[src/rtl/uart_pkg.sv]
// Shared types and constants for the serial console receive path.
package uart_pkg;

  typedef enum logic [2:0] {
    IDLE      = 3'd0,
    START     = 3'd1,
    DATA      = 3'd2,
    STOP      = 3'd3,
    WAIT_HIGH = 3'd4
  } rx_state_t;

  localparam logic [7:0] ASCII_CR = 8'h0D;
  localparam logic [7:0] ASCII_LF = 8'h0A;

  // Clocks per bit, rounded to nearest.
  function automatic int unsigned calc_div(input int unsigned clk_hz, input int unsigned baud);
    return (clk_hz + baud / 2) / baud;
  endfunction

endpackage

[src/rtl/sync_fifo.sv]
// Show-ahead synchronous FIFO; head entry is presented whenever not empty.
module sync_fifo #(
  parameter int unsigned WIDTH = 8,
  parameter int unsigned DEPTH = 8
) (
  input  logic             clk,
  input  logic             rst,
  input  logic             push,
  input  logic [WIDTH-1:0] push_data,
  input  logic             pop,
  output logic [WIDTH-1:0] head,
  output logic             full,
  output logic             empty
);

  localparam int unsigned AW = $clog2(DEPTH);
  localparam logic [AW-1:0] PTR_ONE = AW'(1);
  localparam logic [AW:0]   CNT_ONE = (AW + 1)'(1);
  localparam logic [AW:0]   CNT_MAX = (AW + 1)'(DEPTH);

  logic [WIDTH-1:0] mem [DEPTH];
  logic [AW-1:0]    wr_ptr;
  logic [AW-1:0]    rd_ptr;
  logic [AW:0]      count;
  logic             rd_ok;
  logic             wr_ok;

  // A pop on an empty FIFO is ignored; a push into a full FIFO only lands
  // when the head is leaving in the same cycle.
  assign empty = (count == '0);
  assign full  = (count == CNT_MAX);
  assign rd_ok = pop && !empty;
  assign wr_ok = push && (!full || rd_ok);
  assign head  = mem[rd_ptr];

  // Storage is plain data and carries no reset.
  always_ff @(posedge clk) begin
    if (wr_ok) mem[wr_ptr] <= push_data;
  end

  // Pointers and occupancy.
  always_ff @(posedge clk or posedge rst) begin
    if (rst) begin
      wr_ptr <= '0;
      rd_ptr <= '0;
      count  <= '0;
    end else begin
      if (wr_ok) wr_ptr <= wr_ptr + PTR_ONE;
      if (rd_ok) rd_ptr <= rd_ptr + PTR_ONE;
      case ({wr_ok, rd_ok})
        2'b10:   count <= count + CNT_ONE;
        2'b01:   count <= count - CNT_ONE;
        default: count <= count;
      endcase
    end
  end

endmodule

[src/rtl/uart_line_rx.sv]
// 8N1 console receiver: synchronizer, deframer FSM, receive FIFO and
// framing/overrun/end-of-line pulse flags.
module uart_line_rx
  import uart_pkg::*;
#(
  parameter int unsigned CLK_HZ     = 27_000_000,
  parameter int unsigned BAUD       = 115_200,
  parameter int unsigned FIFO_DEPTH = 8
) (
  input  logic       clk,
  input  logic       rst,
  input  logic       uart_rx,
  input  logic       rd_en,
  output logic [7:0] rd_data,
  output logic       rd_valid,
  output logic       frame_err,
  output logic       overrun,
  output logic       line_done
);

  localparam int unsigned DIV  = calc_div(CLK_HZ, BAUD);
  localparam int unsigned HALF = DIV / 2;
  localparam logic [15:0] DIV_M1  = 16'(DIV - 1);
  localparam logic [15:0] HALF_M1 = 16'(HALF - 1);

  logic       rx_p0;
  logic       rx_p1;
  logic       rx_p2;
  rx_state_t  state;
  logic [15:0] cnt;
  logic [2:0] bit_idx;
  logic [7:0] shift;

  logic       tick;
  logic       fall;
  logic       push;
  logic       stop_bad;
  logic       pop;
  logic       push_ok;
  logic       drop;
  logic [7:0] fifo_head;
  logic       fifo_full;
  logic       fifo_empty;

  assign tick     = (cnt == 16'd0);
  assign fall     = rx_p2 && !rx_p1;
  assign push     = (state == STOP) && tick && rx_p1;
  assign stop_bad = (state == STOP) && tick && !rx_p1;
  assign pop      = rd_en && !fifo_empty;
  assign push_ok  = push && (!fifo_full || pop);
  assign drop     = push && fifo_full && !pop;

  // Stage p0/p1: metastability synchronizer; p2: previous value for edge detect.
  always_ff @(posedge clk or posedge rst) begin
    if (rst) begin
      rx_p0 <= 1'b1;
      rx_p1 <= 1'b1;
      rx_p2 <= 1'b1;
    end else begin
      rx_p0 <= uart_rx;
      rx_p1 <= rx_p0;
      rx_p2 <= rx_p1;
    end
  end

  // Deframer: counts down to each mid-bit sample point from the start edge.
  always_ff @(posedge clk or posedge rst) begin
    if (rst) begin
      state   <= IDLE;
      cnt     <= '0;
      bit_idx <= '0;
    end else begin
      case (state)
        IDLE: begin
          if (fall) begin
            cnt   <= HALF_M1;
            state <= START;
          end
        end
        START: begin
          if (tick) begin
            if (rx_p1) begin
              state <= IDLE;
            end else begin
              cnt     <= DIV_M1;
              bit_idx <= 3'd0;
              state   <= DATA;
            end
          end else begin
            cnt <= cnt - 16'd1;
          end
        end
        DATA: begin
          if (tick) begin
            cnt     <= DIV_M1;
            bit_idx <= bit_idx + 3'd1;
            if (bit_idx == 3'd7) state <= STOP;
          end else begin
            cnt <= cnt - 16'd1;
          end
        end
        STOP: begin
          if (tick) state <= rx_p1 ? IDLE : WAIT_HIGH;
          else      cnt   <= cnt - 16'd1;
        end
        WAIT_HIGH: begin
          // Hold off until a break or stuck-low line releases.
          if (rx_p1) state <= IDLE;
        end
        default: state <= IDLE;
      endcase
    end
  end

  // LSB-first data shift register, sampled at each data-bit midpoint.
  always_ff @(posedge clk) begin
    if (state == DATA && tick) shift <= {rx_p1, shift[7:1]};
  end

  // Single-cycle status pulses, one cycle after the stop sample.
  always_ff @(posedge clk or posedge rst) begin
    if (rst) begin
      frame_err <= 1'b0;
      overrun   <= 1'b0;
      line_done <= 1'b0;
    end else begin
      frame_err <= stop_bad;
      overrun   <= drop;
      line_done <= push_ok && (shift == ASCII_LF);
    end
  end

  sync_fifo #(
    .WIDTH (8),
    .DEPTH (FIFO_DEPTH)
  ) u_fifo (
    .clk       (clk),
    .rst       (rst),
    .push      (push),
    .push_data (shift),
    .pop       (pop),
    .head      (fifo_head),
    .full      (fifo_full),
    .empty     (fifo_empty)
  );

  assign rd_valid = !fifo_empty;
  assign rd_data  = fifo_empty ? 8'h00 : fifo_head;

endmodule

[config.mk]
export PLATFORM = sky130hd
export DESIGN_NAME = uart_line_rx
export DESIGN_NICKNAME = d
export VERILOG_FILES = /design/src/rtl/uart_pkg.sv /design/src/rtl/sync_fifo.sv /design/src/rtl/uart_line_rx.sv
export SDC_FILE = /design/constraint.sdc
export NUM_CORES = 1
export LEC_CHECK = 0
export ABC_AREA = 1
export CAP_MARGIN = 25
export CORE_UTILIZATION = 60
export CTS_CLUSTER_DIAMETER = 60
export DETAILED_ROUTE_END_ITERATION = 10
export PLACE_DENSITY = 0.86
export SETUP_SLACK_MARGIN = 0.1
export SLEW_MARGIN = 20
export SYNTH_ARGS = -nofsm -noshare
export SYNTH_HDL_FRONTEND = slang
export SYNTH_SLANG_ARGS = --single-unit
export TNS_END_PERCENT = 20
[constraint.sdc]
create_clock -name clk -period 3.3 [get_ports clk]
set_clock_uncertainty 0.05 [all_clocks]
set_input_delay 0.33 -clock clk [delete_from_list [all_inputs] [get_ports clk]]
set_output_delay 0.33 -clock clk [all_outputs]
set_load 0.005 [all_outputs]
==> impl_metrics.json, run 1 <==
{
  "slowest_stage": "clkdlybuf4s50_1",
  "cp.arrival_ns": 2.43,
  "dr.pass1.iters": 5,
  "reg2reg_slack_ns": 0.55,
  "p_leak_nw": 2.33,
  "gp_congestion": 0.854,
  "drive_gt1_share_pct": 7.10,
  "hold_viol": 0,
  "syn_area_mm2": 0.00515,
  "max_freq_mhz": 356,
  "multi_input_area_mm2": 0.00181,
  "cp_cell_sequence": "buf_4 -> clkinv_1 -> nor2_1 -> o21ai_0 -> a31oi_1 -> clkdlybuf4s50_1",
  "synth_warnings": 0,
  "max-vdd-ir-drop_uv": 480,
  "switching_share_pct": 43.4,
  "clk_pin_slew_ns": 0.11,
  "setup_tns_ns": 0,
  "dieWidth_um": 94.7,
  "io_buffer_count": 15,
  "r2r_end": "u_fifo.mem[0][1]",
  "crit_type": "reg2out",
  "maxCapViolCount": 0,
  "clk_latency_ns": 0.38,
  "switchingPower_mw": 2.06,
  "viasPerCell": 5.88,
  "drt_iter0_markers": 298,
  "p_per_area_mw_per_mm2": 851,
  "nets": 570,
  "hold_path.class": "in2reg",
  "ff_latch_area_mm2": 0.00312,
  "post-route-min-period_ns": 2.81,
  "grtUsageTotal_pct": 26.7,
  "cpPeakStageDelay_ns": 0.52,
  "num_rows": 33,
  "syn_to_final_growth_pct": 8.16,
  "p_int_mw": 2.68,
  "antenna_found_initial": 0,
  "cts_buffers": 9,
  "htreeDepth": 3,
  "relSlewSlack_pct": 46.5,
  "postSynthAreaPerCell_um2": 9.48,
  "die_y_um": 94.7,
  "synth_cells": 544,
  "final_max_slew_viol_count": 0,
  "core_mm2": 0.00826,
  "status": "finished, final reports clean",
  "dp_hpwl_um": 7410,
  "final_cell_mix": "nand2_1 (122), nor2_1 (102), edfxtp_1 (72)",
  "critical-path-top-delay-family": "buffers and inverters",
  "antenna-diode-count": 0,
  "rsz0062_at_grt": "no",
  "syn_nets": 556,
  "drt-total-wl_um": 11000,
  "grt_max_degree": 39,
  "final.period_utilization_pct": 85.2,
  "path_buf_inv": 3,
  "hold_start": "uart_rx",
  "crit_path_start_kind": "flip-flop",
  "nFillCells": 607,
  "cts_resized": 0,
  "hold_depth": 1,
  "synth_cell_type_count": 33,
  "worstRegToRegCells": 10,
  "grt_first_pass_wirelength_um": 17900,
  "cts_setup_buffers": 0,
  "setup-violations-final": 0,
  "io_pins": 16,
  "wl_per_cell_um": 16.4,
  "fin_util_pct": 67.5,
  "reg2reg_from": "cnt[0]",
  "clockRootBuffer": "clkbuf_8",
  "crit_fanout": 26,
  "worstPathRequired_ns": 2.92,
  "ys_seq_area_share_pct": 60.5,
  "mostFrequentLayoutCell": "nand2_1",
  "start_util_pct": 62.4,
  "cts_tree": "built",
  "die_area_mm2": 0.00897,
  "power_frac_seq_pct": 38.1,
  "overflow": 0,
  "grt_pass1_vias": 3717,
  "cts_hold_buf": 0,
  "p_clk_share_pct": 16.6,
  "tightest_slew_ns": 0.800,
  "cts.sinks": 110,
  "pwr-share-comb_pct": 45.3,
  "vias": 3926,
  "ant_nets": 0,
  "clockBufferDepth": 2,
  "yosys_register_bits": 110,
  "holdPathEnd": "rx_p0",
  "worstSetupEndpointType": "output pin",
  "drc_errors": 0
}
==> synthesized netlist by cell type <==
cell type,number,share of area (%)
inv_1,34,2.5
nand2_1,122,8.9
nor3_1,2,0.19
a31oi_1,8,0.97
nor4_1,2,0.24
o21ai_2,1,0.17
xnor2_1,1,0.17
inv_2,2,0.15
dfrtp_1,35,17
nand4_1,10,1.2
ha_1,8,1.9
nor2_2,1,0.12
nand2_2,7,0.85
clkinv_1,1,0.073
clkbuf_1,11,0.80
o21ai_0,60,5.8
edfxtp_1,72,42
dfstp_2,3,1.5
buf_12,1,0.39
a21oi_1,4,0.39
and2_1,1,0.12
o21bai_1,1,0.15
nor2_4,2,0.44
buf_2,4,0.39
o211ai_1,1,0.15
nand3_1,32,3.1
nor3_4,1,0.32
xor2_1,9,1.5
clkinv_2,1,0.097
nand2_4,2,0.44
nand3_2,1,0.19
nor2_1,102,7.4
a22o_1,2,0.34
==> logic make-up (layout without fill, tap and decap cells) <==
family,count (synthesis),in the layout,synth area share (%)
simple gates,285,285,23.5
fa+ha+maj,8,8,1.94
compound gates,77,77,7.99
flops,110,110,60.5
buf+inv,54,73,4.37
xor+xnor,10,10,1.70
==> area by class of cell <==
| class | count | area share, % |
|---|---|---|
| clock buffers | 9 | 2.22 |
| clock inverters | 7 | 1.19 |
| inverters | 38 | 2.58 |
| multi-input cells | 380 | 32.5 |
| flip-flops and latches | 110 | 55.9 |
| well taps | 105 | 2.36 |
| repair buffers | 19 | 3.23 |
==> power by group through the flow <==
stage	clock network, mW	logic [mW]	registers (mW)
floorplan	0	1.54	1.78
global placement	0	2.01	1.82
detailed placement	0	2.11	1.83
CTS	0.786	2.13	1.80
global route	0.847	2.42	1.83
finish	0.786	2.15	1.81
==> sequential cells by signal, summed over array words and instances, names as in the netlist <==
register       count
u_fifo.rd_ptr      3
rx_p1              1
state              3
u_fifo.mem        64
frame_err          1
cnt               16
line_done          1
bit_idx            3
u_fifo.count       4
rx_p2              1
shift              8
rx_p0              1
overrun            1
u_fifo.wr_ptr      3
==> worst reg2reg max path: stages, from the launching register on <==
cell      delay (ns)
dfrtp_1         0.44
inv_1           0.13
ha_1            0.25
nand2_2         0.15
nor2_4          0.16
nand2_4         0.10
nor2_1          0.12
nand3_2         0.16
clkinv_2        0.13
nand2_2         0.11
nor2_1          0.59
==> through the flow <==
stage	total power, mW	instance area [µm²]	hold WS, ns	std cells	setup WS [ns]
3_5_place_dp	3.94	5390	0.300	652	0.593
5_1_grt	5.10	5580	0.288	668	0.303
3_3_place_gp	3.83	5390	0.297	652	0.718
6_report	4.74	5580	0.290	668	0.490
2_1_floorplan	3.32	5150	0.284	544	0.852
4_1_cts	4.72	5580	0.281	668	0.474
==> layer usage <==
| metal | global-route usage [%] | vias up | wire (µm) |
|---|---|---|---|
| li1 | - | 1853 | - |
| met1 | 35.7 | 1859 | 4440 |
| met2 | 43.5 | 188 | 5340 |
| met3 | 5.31 | 26 | 943 |
| met4 | 9.60 | 0 | 231 |
| met5 | 0 | - | 0 |
==> how the worst max path moves through the flow <==
stage                     start               to  slack, ns  cells after the start
2_1_floorplan            cnt[0]  u_fifo.count[2]       0.85                     15
3_3_place_gp             cnt[0]  u_fifo.count[2]       0.72                     15
3_5_place_dp             cnt[0]  u_fifo.count[2]       0.59                     15
4_1_cts        u_fifo.rd_ptr[1]       rd_data[6]       0.47                      6
5_1_grt        u_fifo.rd_ptr[0]       rd_data[6]       0.30                      8
6_report       u_fifo.rd_ptr[1]       rd_data[6]       0.49                      6
No activity file was read; power rests on OpenSTA's default activity.
==> inputs of run 2 (changes only) <==
--- a/config.mk
+++ b/config.mk
@@ -12,7 +12,7 @@
 export DETAILED_ROUTE_END_ITERATION = 10
 export PLACE_DENSITY = 0.86
 export SETUP_SLACK_MARGIN = 0.1
-export SLEW_MARGIN = 20
+export SLEW_MARGIN = 10
 export SYNTH_ARGS = -nofsm -noshare
 export SYNTH_HDL_FRONTEND = slang
 export SYNTH_SLANG_ARGS = --single-unit
==> results of run 2 <==
The final DEF is identical to that of run 1; final timing and power are the same.
